File: config.mk
export PLATFORM = sky130hd
export DESIGN_NAME = sdram_sequencer
export DESIGN_NICKNAME = d
export VERILOG_FILES = /design/src/rtl/sdram_sequencer_pkg.sv /design/src/rtl/sdram_sequencer_refresh_scheduler.sv /design/src/rtl/sdram_sequencer.sv
export SDC_FILE = /design/constraint.sdc
export NUM_CORES = 1
export LEC_CHECK = 0
export BUFFER_PORTS_ARGS = -buffer_cell sky130_fd_sc_hd__buf_2
export CAP_MARGIN = 40
export CORE_ASPECT_RATIO = 1.5
export CORE_MARGIN = 1.5
export CORE_UTILIZATION = 63
export DETAILED_ROUTE_END_ITERATION = 10
export PLACE_DENSITY = 0.89
export REMOVE_ABC_BUFFERS = 1
export SKIP_LAST_GASP = 1
export SYNTH_ARGS = -nofsm -noshare
export SYNTH_HDL_FRONTEND = slang
export SYNTH_SLANG_ARGS = --single-unit
File: constraint.sdc
create_clock -name clk -period 4.9 [get_ports clk]
set_clock_uncertainty 0.1 [all_clocks]
set_input_delay 0.245 -clock clk [delete_from_list [all_inputs] [get_ports clk]]
set_output_delay 0.245 -clock clk [all_outputs]
set_load 0.03 [all_outputs]
File: src/rtl/sdram_sequencer_pkg.sv
// Shared state encodings and default timing constants for the SDRAM stream
// path. The command controller decodes the same encodings.
package sdram_sequencer_pkg;

  typedef enum logic [2:0] {
    ST_INIT          = 3'd0,
    ST_CONTROL       = 3'd1,
    ST_WRITE         = 3'd2,
    ST_READ          = 3'd3,
    ST_REFRESH       = 3'd4,
    ST_FORCE_REFRESH = 3'd5,
    ST_POWERUP       = 3'd6
  } sdram_state_t;

  localparam int WR_LEN_DEF   = 518;
  localparam int RD_LEN_DEF   = 520;
  localparam int REF_LEN_DEF  = 8;
  localparam int FREF_LEN_DEF = 9;
  localparam logic [9:0] UNI_TIME_MAX = 10'h3FF;

  // Saturating increment for the per-state cycle counter.
  function automatic logic [9:0] sat_inc10(input logic [9:0] v);
    return (v == UNI_TIME_MAX) ? v : v + 10'd1;
  endfunction

endpackage

File: src/rtl/sdram_sequencer_refresh_scheduler.sv
// Refresh debt tracker: a REFI interval timer that adds one owed refresh per
// expiry, and controller AUTO_REFRESH pulses that pay one back. The debt
// saturates at 15 and a lost increment latches refresh_overrun.
module refresh_scheduler #(
  parameter int REFI = 780
) (
  input  logic       clk,
  input  logic       rst,
  input  logic       enable,
  input  logic       incr_refs_cnt,
  output logic [3:0] refs_pending,
  output logic       refresh_overrun
);

  localparam int TW = (REFI > 1) ? $clog2(REFI) : 1;

  logic [TW-1:0] timer;
  logic          expire;

  assign expire = enable && (timer == TW'(REFI - 1));

  // Interval timer; held at zero until init has completed.
  always_ff @(posedge clk or posedge rst) begin
    if (rst)                     timer <= '0;
    else if (!enable || expire)  timer <= '0;
    else                         timer <= timer + 1'b1;
  end

  // Debt counter: expiry and a paid refresh in the same cycle cancel out.
  always_ff @(posedge clk or posedge rst) begin
    if (rst) begin
      refs_pending    <= 4'd0;
      refresh_overrun <= 1'b0;
    end else if (enable) begin
      case ({expire, incr_refs_cnt})
        2'b10: begin
          if (refs_pending == 4'hF) refresh_overrun <= 1'b1;
          else                      refs_pending    <= refs_pending + 4'd1;
        end
        2'b01: if (refs_pending != 4'd0) refs_pending <= refs_pending - 4'd1;
        default: ;
      endcase
    end
  end

endmodule

File: src/rtl/sdram_sequencer.sv
// Top-level SDRAM scheduler: chooses power-up, init, write/read bursts and
// refreshes, and presents the current state plus cycles-in-state to the
// command controller.
module sdram_sequencer
  import sdram_sequencer_pkg::*;
#(
  parameter int PWR_WAIT   = 20000,
  parameter int REFI       = 780,
  parameter int FORCE_DEBT = 4,
  parameter int WR_LEN     = WR_LEN_DEF,
  parameter int RD_LEN     = RD_LEN_DEF,
  parameter int REF_LEN    = REF_LEN_DEF,
  parameter int FREF_LEN   = FREF_LEN_DEF
) (
  input  logic       clk,
  input  logic       rst,
  input  logic       sdram_rfo,
  input  logic       incr_refs_cnt,
  input  logic       sdram_full,
  input  logic       sdram_empty,
  input  logic       wr_burst_ready,
  input  logic       rd_space_ready,
  output logic [2:0] sdram_state,
  output logic [9:0] uni_time,
  output logic [3:0] refs_pending,
  output logic       refresh_overrun
);

  localparam int PW = (PWR_WAIT > 1) ? $clog2(PWR_WAIT + 1) : 1;

  sdram_state_t  state, state_nxt;
  logic          last_wr, last_wr_nxt;
  logic [PW-1:0] pwr_cnt;
  logic          wr_ok, rd_ok, pwr_done, sched_en;

  assign wr_ok    = wr_burst_ready & ~sdram_full;
  assign rd_ok    = rd_space_ready & ~sdram_empty;
  assign pwr_done = (pwr_cnt == PW'(PWR_WAIT - 1));
  // Refresh debt only accrues once init has finished.
  assign sched_en = (state != ST_POWERUP) && (state != ST_INIT);

  assign sdram_state = state;

  refresh_scheduler #(.REFI(REFI)) u_refresh_scheduler (
    .clk            (clk),
    .rst            (rst),
    .enable         (sched_en),
    .incr_refs_cnt  (incr_refs_cnt),
    .refs_pending   (refs_pending),
    .refresh_overrun(refresh_overrun)
  );

  // Next-state decision; bursts alternate when both directions are eligible.
  always_comb begin
    state_nxt   = state;
    last_wr_nxt = last_wr;
    case (state)
      ST_POWERUP: if (pwr_done) state_nxt = ST_INIT;
      ST_INIT:    if (sdram_rfo) state_nxt = ST_CONTROL;
      ST_CONTROL: begin
        if (refs_pending >= 4'(FORCE_DEBT)) begin
          state_nxt = ST_FORCE_REFRESH;
        end else if (wr_ok && (!rd_ok || !last_wr)) begin
          state_nxt   = ST_WRITE;
          last_wr_nxt = 1'b1;
        end else if (rd_ok) begin
          state_nxt   = ST_READ;
          last_wr_nxt = 1'b0;
        end else if (refs_pending != 4'd0) begin
          state_nxt = ST_REFRESH;
        end
      end
      ST_WRITE:         if (uni_time == 10'(WR_LEN - 1))   state_nxt = ST_CONTROL;
      ST_READ:          if (uni_time == 10'(RD_LEN - 1))   state_nxt = ST_CONTROL;
      ST_REFRESH:       if (uni_time == 10'(REF_LEN - 1))  state_nxt = ST_CONTROL;
      ST_FORCE_REFRESH: if (uni_time == 10'(FREF_LEN - 1)) state_nxt = ST_CONTROL;
      default:          state_nxt = ST_POWERUP;
    endcase
  end

  // State and burst-direction history.
  always_ff @(posedge clk or posedge rst) begin
    if (rst) begin
      state   <= ST_POWERUP;
      last_wr <= 1'b0;
    end else begin
      state   <= state_nxt;
      last_wr <= last_wr_nxt;
    end
  end

  // Cycles since state entry: zero on entry and throughout power-up.
  always_ff @(posedge clk or posedge rst) begin
    if (rst)                                          uni_time <= 10'd0;
    else if (state_nxt != state || state == ST_POWERUP) uni_time <= 10'd0;
    else                                              uni_time <= sat_inc10(uni_time);
  end

  // Power-up wait counter; stops once the wait has elapsed.
  always_ff @(posedge clk or posedge rst) begin
    if (rst)                                  pwr_cnt <= '0;
    else if (state == ST_POWERUP && !pwr_done) pwr_cnt <= pwr_cnt + 1'b1;
  end

endmodule

==> results of run 1 <==
[worst register-to-register path: cells and delay by family, from the launching register on]
family                   cells  cell delay (ns)
AO/OA/AOI/OAI                4             0.70
adder cells (fa/ha/maj)      1             0.30
XOR/XNOR                     2             0.41
flip-flops                   1             0.65
buffers and inverters        1             0.12
AND/OR/NAND/NOR              2             0.52
[worst min path at each step]
stage	to	slack, ns	start	cells after the start
after global placement	u_refresh_scheduler.timer[6]	0.31	rst	3
final	u_refresh_scheduler.refresh_overrun	0.20	incr_refs_cnt	3
after floorplan	u_refresh_scheduler.refresh_overrun	0.33	incr_refs_cnt	2
after global routing	u_refresh_scheduler.refresh_overrun	0.22	incr_refs_cnt	3
after CTS	u_refresh_scheduler.refresh_overrun	0.20	incr_refs_cnt	3
after detailed placement	u_refresh_scheduler.timer[6]	0.32	rst	3
[power by group]
group	leakage, nW	internal (mW)	total, mW	switching (mW)
Combinational	0.619	0.0174	0.0470	0.0295
Clock	0.0552	0.151	0.272	0.120
Sequential	0.590	0.366	0.373	0.00712
[sequential cells by signal (all words and copies together), names as in the netlist]
register / cells
u_refresh_scheduler.timer: 10
u_refresh_scheduler.refresh_overrun: 1
uni_time: 10
last_wr: 1
u_refresh_scheduler.refs_pending: 4
pwr_cnt: 15
sdram_state: 3
[cell usage in the layout, fill, tap and decap left out, drive strengths merged, types with 3 or more instances in the layout]
cell type / Yosys / routed
buf: 2 / 26
xor2: 10 / 10
inv: 10 / 10
nand4b: 3 / 3
and2: 5 / 5
nand3: 13 / 13
and4: 5 / 5
clkbuf: 5 / 6
and3b: 3 / 3
nand4: 10 / 10
a21oi: 7 / 7
o21ai: 4 / 4
mux2i: 4 / 4
xnor2: 19 / 19
nand2b: 5 / 5
nor2: 17 / 17
nor4b: 4 / 4
nand2: 15 / 15
dfrtp: 42 / 42
and3: 9 / 9
nor3: 12 / 12
nor3b: 4 / 4
o31ai: 3 / 3
nor2b: 3 / 3
ha: 7 / 7
a21o: 3 / 3
mux2: 4 / 4
[cell type report]
cell class,count,area [µm²]
Sequential cell,44,1104
Multi-Input combinational cell,189,1338
Fill cell,271,967.2
Inverter,10,37.54
Clock buffer,6,72.57
Tap cell,43,53.80
Timing Repair Buffer,27,142.6
Clock inverter,2,35.03
[cell families after synthesis]
logic type	Yosys count	synth area share (%)
compound gates	29	8.611
xor+xnor	29	10.10
fa+ha+maj	8	4.281
buf+inv	17	2.887
flops	44	43.90
mux	8	3.385
simple gates	115	26.83
[per-layer routing]
layer,vias up,part of all wire [%]
met5,-,0
met1,979,40
met3,7,5.3
li1,951,-
met4,0,1.2
met2,54,54
[stage by stage]
| step | hold WS (ns) | cells | instance area (µm²) | util, % | total power, mW |
|---|---|---|---|---|---|
| floorplan | 0.3344 | 243 | 2479 | - | 0.4122 |
| global placement | 0.3081 | 312 | 2665 | 71.07 | 0.4254 |
| detailed placement | 0.3225 | 312 | 2665 | 71.07 | 0.4280 |
| CTS | 0.1996 | 321 | 2783 | 74.21 | 0.6998 |
| global route | 0.2197 | 321 | 2783 | 74.21 | 0.7174 |
| finish | 0.2037 | 321 | 2783 | 74.21 | 0.6922 |
[synthesized netlist by cell type (6+ instances only)]
cell type  count  area share [%]
nand4_1       10             2.5
ha_1           7             3.5
and3_1         9             2.2
dfrtp_1       42              42
xnor2_1       19             6.6
xor2_1        10             3.5
nor2_1        17             2.5
inv_1         10             1.5
nand3_1       13             2.6
nor3_1        12             2.4
nand2_1       15             2.2
a21oi_1        6             1.2
[repair_timing]
action | CTS | global route
hold buffers | 1 | 0
endpoints found under the setup margin | 0 | 0
hold endpoints to repair | 8 | 0
==> impl_results.md, run 1 <==
- RSZ-0062 raised after global routing: false
- Fmax: roughly 0.35 GHz
- Tot GR Track Use: roughly 26%
- DP HPWL: about 3.6 mm
- Synth Flop Type: dfrtp_1
- R2R Path End: u_refresh_scheduler.refs_pending[3]
- First-pass DRT Iterations: 4
- First-pass GRT wire length: roughly 8.3 mm
- Buf/Inv on CP: 1
- Antenna violations before repair: 0
- Critical Path Max Stage Delay: roughly 0.65 ns
- Row count: 27
- Met1 usage: a little under a third
- Ports: 26
- Reg2Reg Depth: 10
- Initial drt markers: 60
- Slowest CP cell: dfstp_2
- Critical path startpoint: sdram_state[1]
- Critical path type: reg -> reg
- Cell area after synthesis: 0.002514 mm²
- Post-Synthesis Cells: between 200 and 300
- Post-place setup slack: approximately 2.0 ns
- Max-slew headroom: 51.24%
- Via density per instance: roughly 6.2
- Unique masters post-synth: 52
- HP Class: in -> reg
- Syn_area_per_cell: around 10 µm²
- GRT busiest layer: met2
- Initial Util: 67.03%
- Layout Nets: ~290
- Max cap viols: 0
- Sum Neg Setup Slack: 0 ns
- N_diodes: 0
- DRT antenna net count: 0
- H-tree depth: 2
- Share of layout cells above drive strength 1: between 15 and 20%
- Pwr Density: 248.8 mW/mm²
- Syn-to-layout area delta: 10.70%
- Clock Latency Late Sink: around 0.29 ns
- Period utilization: 58.74%
- Die Span X: 54.58 µm
- Critical Path RT: between 5 and 6 ns
- Internal reg-to-reg setup slack: approximately 2.0 ns
- Largest net degree at the start of global routing: 45
- Count of final setup violators: 0
- Ys Warns: 0
- Max Buffers Root-to-Sink: 2
- Final worst setup slack: around 2.0 ns
- CP Depth: 10
- Post-CTS setup buffer count: 0
- Vias in the first global route: between 1,500 and 2,000
- Worst-Margin Slew: 0.7265 ns
- Critical path's top delay family: compound AO/OA/AOI/OAI gates
- Slew Limit Fails: 0
- Clk sinks: 44
- Met2 Use GR: about 45%
- CTS Buf Count: 5
- Worst Path Arrival: ~3.0 ns
- Port Buf Inserts: 25
- Post-Route WL: between 5 and 6 mm
- Vias: 1,991
- Leak: 1.265 nW
- VDD IR max: 0.2326 mV
- Die Y: 80.36 µm
- Register bit total from synthesis: 44
- Final GP Congestion: 0.7990
- Worst R2R Start: sdram_state[1]
- Drt wl/cell: between 15 and 20 µm
- Root buf cell: clkbuf_8
- Worst-path fanout max: 13
- Worst Setup End Kind: flop
- Area of the die: 0.004386 mm²
- Hold Fails Final Rpt: 0
- Worst Setup EP: u_refresh_scheduler.refs_pending[3]
- Sequential fraction of the synthesis area: 43.90%
- Critical Path, Cell by Cell: xor2_1 -> nor2_1 -> o21ai_0 -> inv_1 -> ha_1 -> a21o_1 -> a21oi_1 -> or4_1 -> a21oi_1 -> xor2_1
- Status: complete, no violations
- Grt met3 use: roughly 5.6%
- Post-synth ARST share: 100.0%
- Startpoint types: flop
- Grt total ovfl: 0
- Post-synth EDFFs: 0
- Crit path time final: between 2 and 3 ns
- CTS clk-pin slew, worst paths: about 0.08 ns
- Post-cts sizing count: 0
- CTS tree: done
- Residual DRC count: 0
- Core ar.: roughly 0.0037 mm²
(Power assumes the default switching activity.)
==> inputs of run 2 (changes only) <==
--- a/config.mk
+++ b/config.mk
@@ -9,9 +9,9 @@
 export CAP_MARGIN = 40
 export CORE_ASPECT_RATIO = 1.5
 export CORE_MARGIN = 1.5
-export CORE_UTILIZATION = 63
+export CORE_UTILIZATION = 59
 export DETAILED_ROUTE_END_ITERATION = 10
-export PLACE_DENSITY = 0.89
+export PLACE_DENSITY = 0.85
 export REMOVE_ABC_BUFFERS = 1
 export SKIP_LAST_GASP = 1
 export SYNTH_ARGS = -nofsm -noshare
==> constraint.sdc (replaced) <==
create_clock -name clk -period 2.9 [get_ports clk]
set_clock_uncertainty 0.1 [all_clocks]
set_input_delay 0.145 -clock clk [delete_from_list [all_inputs] [get_ports clk]]
set_output_delay 0.145 -clock clk [all_outputs]
set_load 0.03 [all_outputs]
==> impl_results.md, run 2 (synthesis gave the netlist of run 1 again) <==
- Share of layout cells above drive strength 1: 18.51% (was 16.91%)
- Critical path type: reg -> reg (unchanged)
- Period utilization: 92.53% (was 58.74%)
- Max-slew headroom: 57.18% (was 51.24%)
- Residual DRC count: 0 (unchanged)
- H-tree depth: 2 (unchanged)
- Leak: 1.266 nW (was 1.265 nW)
- Antenna violations before repair: 0 (unchanged)
- Die Y: 82.94 µm (was 80.36 µm)
- Die Span X: 56.30 µm (was 54.58 µm)
- First-pass DRT Iterations: 4 (unchanged)
- Most common cell after layout, fill and taps aside: dfrtp_1 (unchanged)
- HP Class: in -> reg (unchanged)
- Leading cell types in the layout, fill and taps excluded: dfrtp_1, buf_2, xnor2_1 (unchanged)
- Vias: 1,984 (was 1,991)
- Fmax: 0.3727 GHz (was 0.3474 GHz)
- Worst-path fanout max: 13 (unchanged)
- Count of final setup violators: 0 (unchanged)
- Grt total ovfl: 0 (unchanged)
- Slew Limit Fails: 0 (unchanged)
- CTS Buf Count: 5 (unchanged)
- Tot GR Track Use: 23.73% (was 25.73%)
- Pwr Density: 394.6 mW/mm² (was 248.8 mW/mm²)
- Top flop regs: pwr_cnt: 15 flops, u_refresh_scheduler.timer: 10 flops, uni_time: 10 flops (unchanged)
- Total power: 1.105 mW (was 0.6922 mW)
- Worst Setup End Kind: flop (unchanged)
- Row count: 28 (was 27)
- Max Buffers Root-to-Sink: 2 (unchanged)
- Initial drt markers: 84 (was 60)
- Clk sinks: 44 (unchanged)
- Initial Util: 62.39% (was 67.03%)
- Core ar.: 0.004029 mm² (was 0.003750 mm²)
- Internal reg-to-reg setup slack: 0.22 ns (was 2.02 ns)
- Clock Latency Late Sink: 0.30 ns (was 0.29 ns)
- First-pass GRT wire length: 9.032 mm (was 8.349 mm)
- Final GP Congestion: 0.8334 (was 0.7990)
- Most used cell, CP: a21oi_1
- Largest net degree at the start of global routing: 45 (unchanged)
- Crit path time final: 2.683 ns (was 2.878 ns)
- Ports: 26 (unchanged)
- Port Buf Inserts: 25 (unchanged)
- Layout Nets: 296 (was 293)
- Slowest CP cell: dfstp_2 (unchanged)
- DP HPWL: 3.577 mm (was 3.617 mm)
- Critical Path, Cell by Cell: xor2_2 -> nor2_1 -> o21ai_1 -> inv_1 -> ha_1 -> a21o_1 -> a21oi_1 -> or4_1 -> a21oi_1 -> xor2_1 (was xor2_1 -> nor2_1 -> o21ai_0 -> inv_1 -> ha_1 -> a21o_1 -> a21oi_1 -> or4_1 -> a21oi_1 -> xor2_1)
- Status: complete, no violations (unchanged)
- VDD IR max: 0.4329 mV (was 0.2326 mV)
- Drt wl/cell: 15.19 µm (was 15.58 µm)
- Startpoint types: flop (unchanged)
- Post-CTS setup buffer count: 0 (unchanged)
- Critical Path Max Stage Delay: 0.67 ns (was 0.65 ns)
- DRT antenna net count: 0 (unchanged)
- Sum Neg Setup Slack: 0 ns (unchanged)
- Vias in the first global route: 2,055 (was 1,899)
- CTS clk-pin slew, worst paths: 0.09 ns (was 0.08 ns)
- Post-Route WL: 4.951 mm (was 5.002 mm)
- Area of the die: 0.004669 mm² (was 0.004386 mm²)
- Worst Path Arrival: 2.81 ns (was 3.00 ns)
- Max reg flops: 15 (unchanged)
- Worst-Margin Slew: 0.6381 ns (was 0.7265 ns)
- Most flops, register: pwr_cnt (unchanged)
- Critical Path RT: 3.03 ns (was 5.02 ns)
- Root buf cell: clkbuf_8 (unchanged)
- CTS tree: done (unchanged)
- Via density per instance: 6.086 (was 6.202)
- Syn-to-layout area delta: 11.40% (was 10.70%)
- Hold Fails Final Rpt: 0 (unchanged)
- Max cap viols: 0 (unchanged)
- RSZ-0062 raised after global routing: false (unchanged)
- N_diodes: 0 (unchanged)
run 2: worst max-delay path, delay by kind of cell (launching register included):
kind                     cells  cell delay [ns]
AO/OA/AOI/OAI                4             0.61
XOR/XNOR                     2             0.36
adder cells (fa/ha/maj)      1             0.29
buffers and inverters        1             0.10
flip-flops                   1             0.67
AND/OR/NAND/NOR              2             0.47
run 2: final cells by class:
cell class | count | area (µm²)
timing repair buffer | 30 | 165.2
fill | 319 | 1229
tap | 45 | 56.30
clock inverter | 3 | 23.77
clock buffer | 5 | 68.82
sequential | 44 | 1104
multi-input combinational | 189 | 1345
inverter | 10 | 37.54
run 2: metrics by stage:
| stage | instances | hold WS (ns) | instance area [µm²] | setup slack, ns | util, % |
|---|---|---|---|---|---|
| 3_5_place_dp | 317 | 0.2192 | 2690 | 0.08000 | 66.77 |
| 3_3_place_gp | 317 | 0.2143 | 2690 | 0.2308 | 66.77 |
| 2_1_floorplan | 243 | 0.2344 | 2479 | 0.1734 | - |
| 6_report | 326 | 0.08589 | 2800 | 0.2168 | 69.50 |
| 5_1_grt | 326 | 0.1061 | 2800 | 0.02315 | 69.50 |
| 4_1_cts | 326 | 0.07973 | 2793 | 0.07184 | 69.32 |
run 2: per-layer routing:
metal / global-route usage (%) / wire length [µm] / vias to the layer above
met4: 9.307 / 93 / 0
met3: 5.452 / 198 / 9
li1: - / - / 959
met5: 0 / 0 / -
met2: 40.43 / 2593 / 50
met1: 28.60 / 2064 / 966
run 2: timing repair:
action,in CTS,in global routing
setup endpoints to repair,0,1
resized for setup,0,2
hold buffers,1,0
endpoints found under the hold margin,42,0
run 2: path summary, 6_finish.rpt:
kind / from / to / cells past startpoint
min in group asynchronous: rst / u_refresh_scheduler.timer[0] / 4
max reg2reg: sdram_state[1] / u_refresh_scheduler.refs_pending[3] / 10
min reg2reg: u_refresh_scheduler.refresh_overrun / u_refresh_scheduler.refresh_overrun / 1
min: incr_refs_cnt / u_refresh_scheduler.refresh_overrun / 3
max in group asynchronous: rst / sdram_state[1] / 4
max: sdram_state[1] / u_refresh_scheduler.refs_pending[3] / 10
run 2: power breakdown:
part / internal, mW / leakage (nW) / switching [mW]
sequential: 0.619 / 0.590 / 0.0124
clock: 0.171 / 0.0404 / 0.223
combinational: 0.0296 / 0.635 / 0.0506
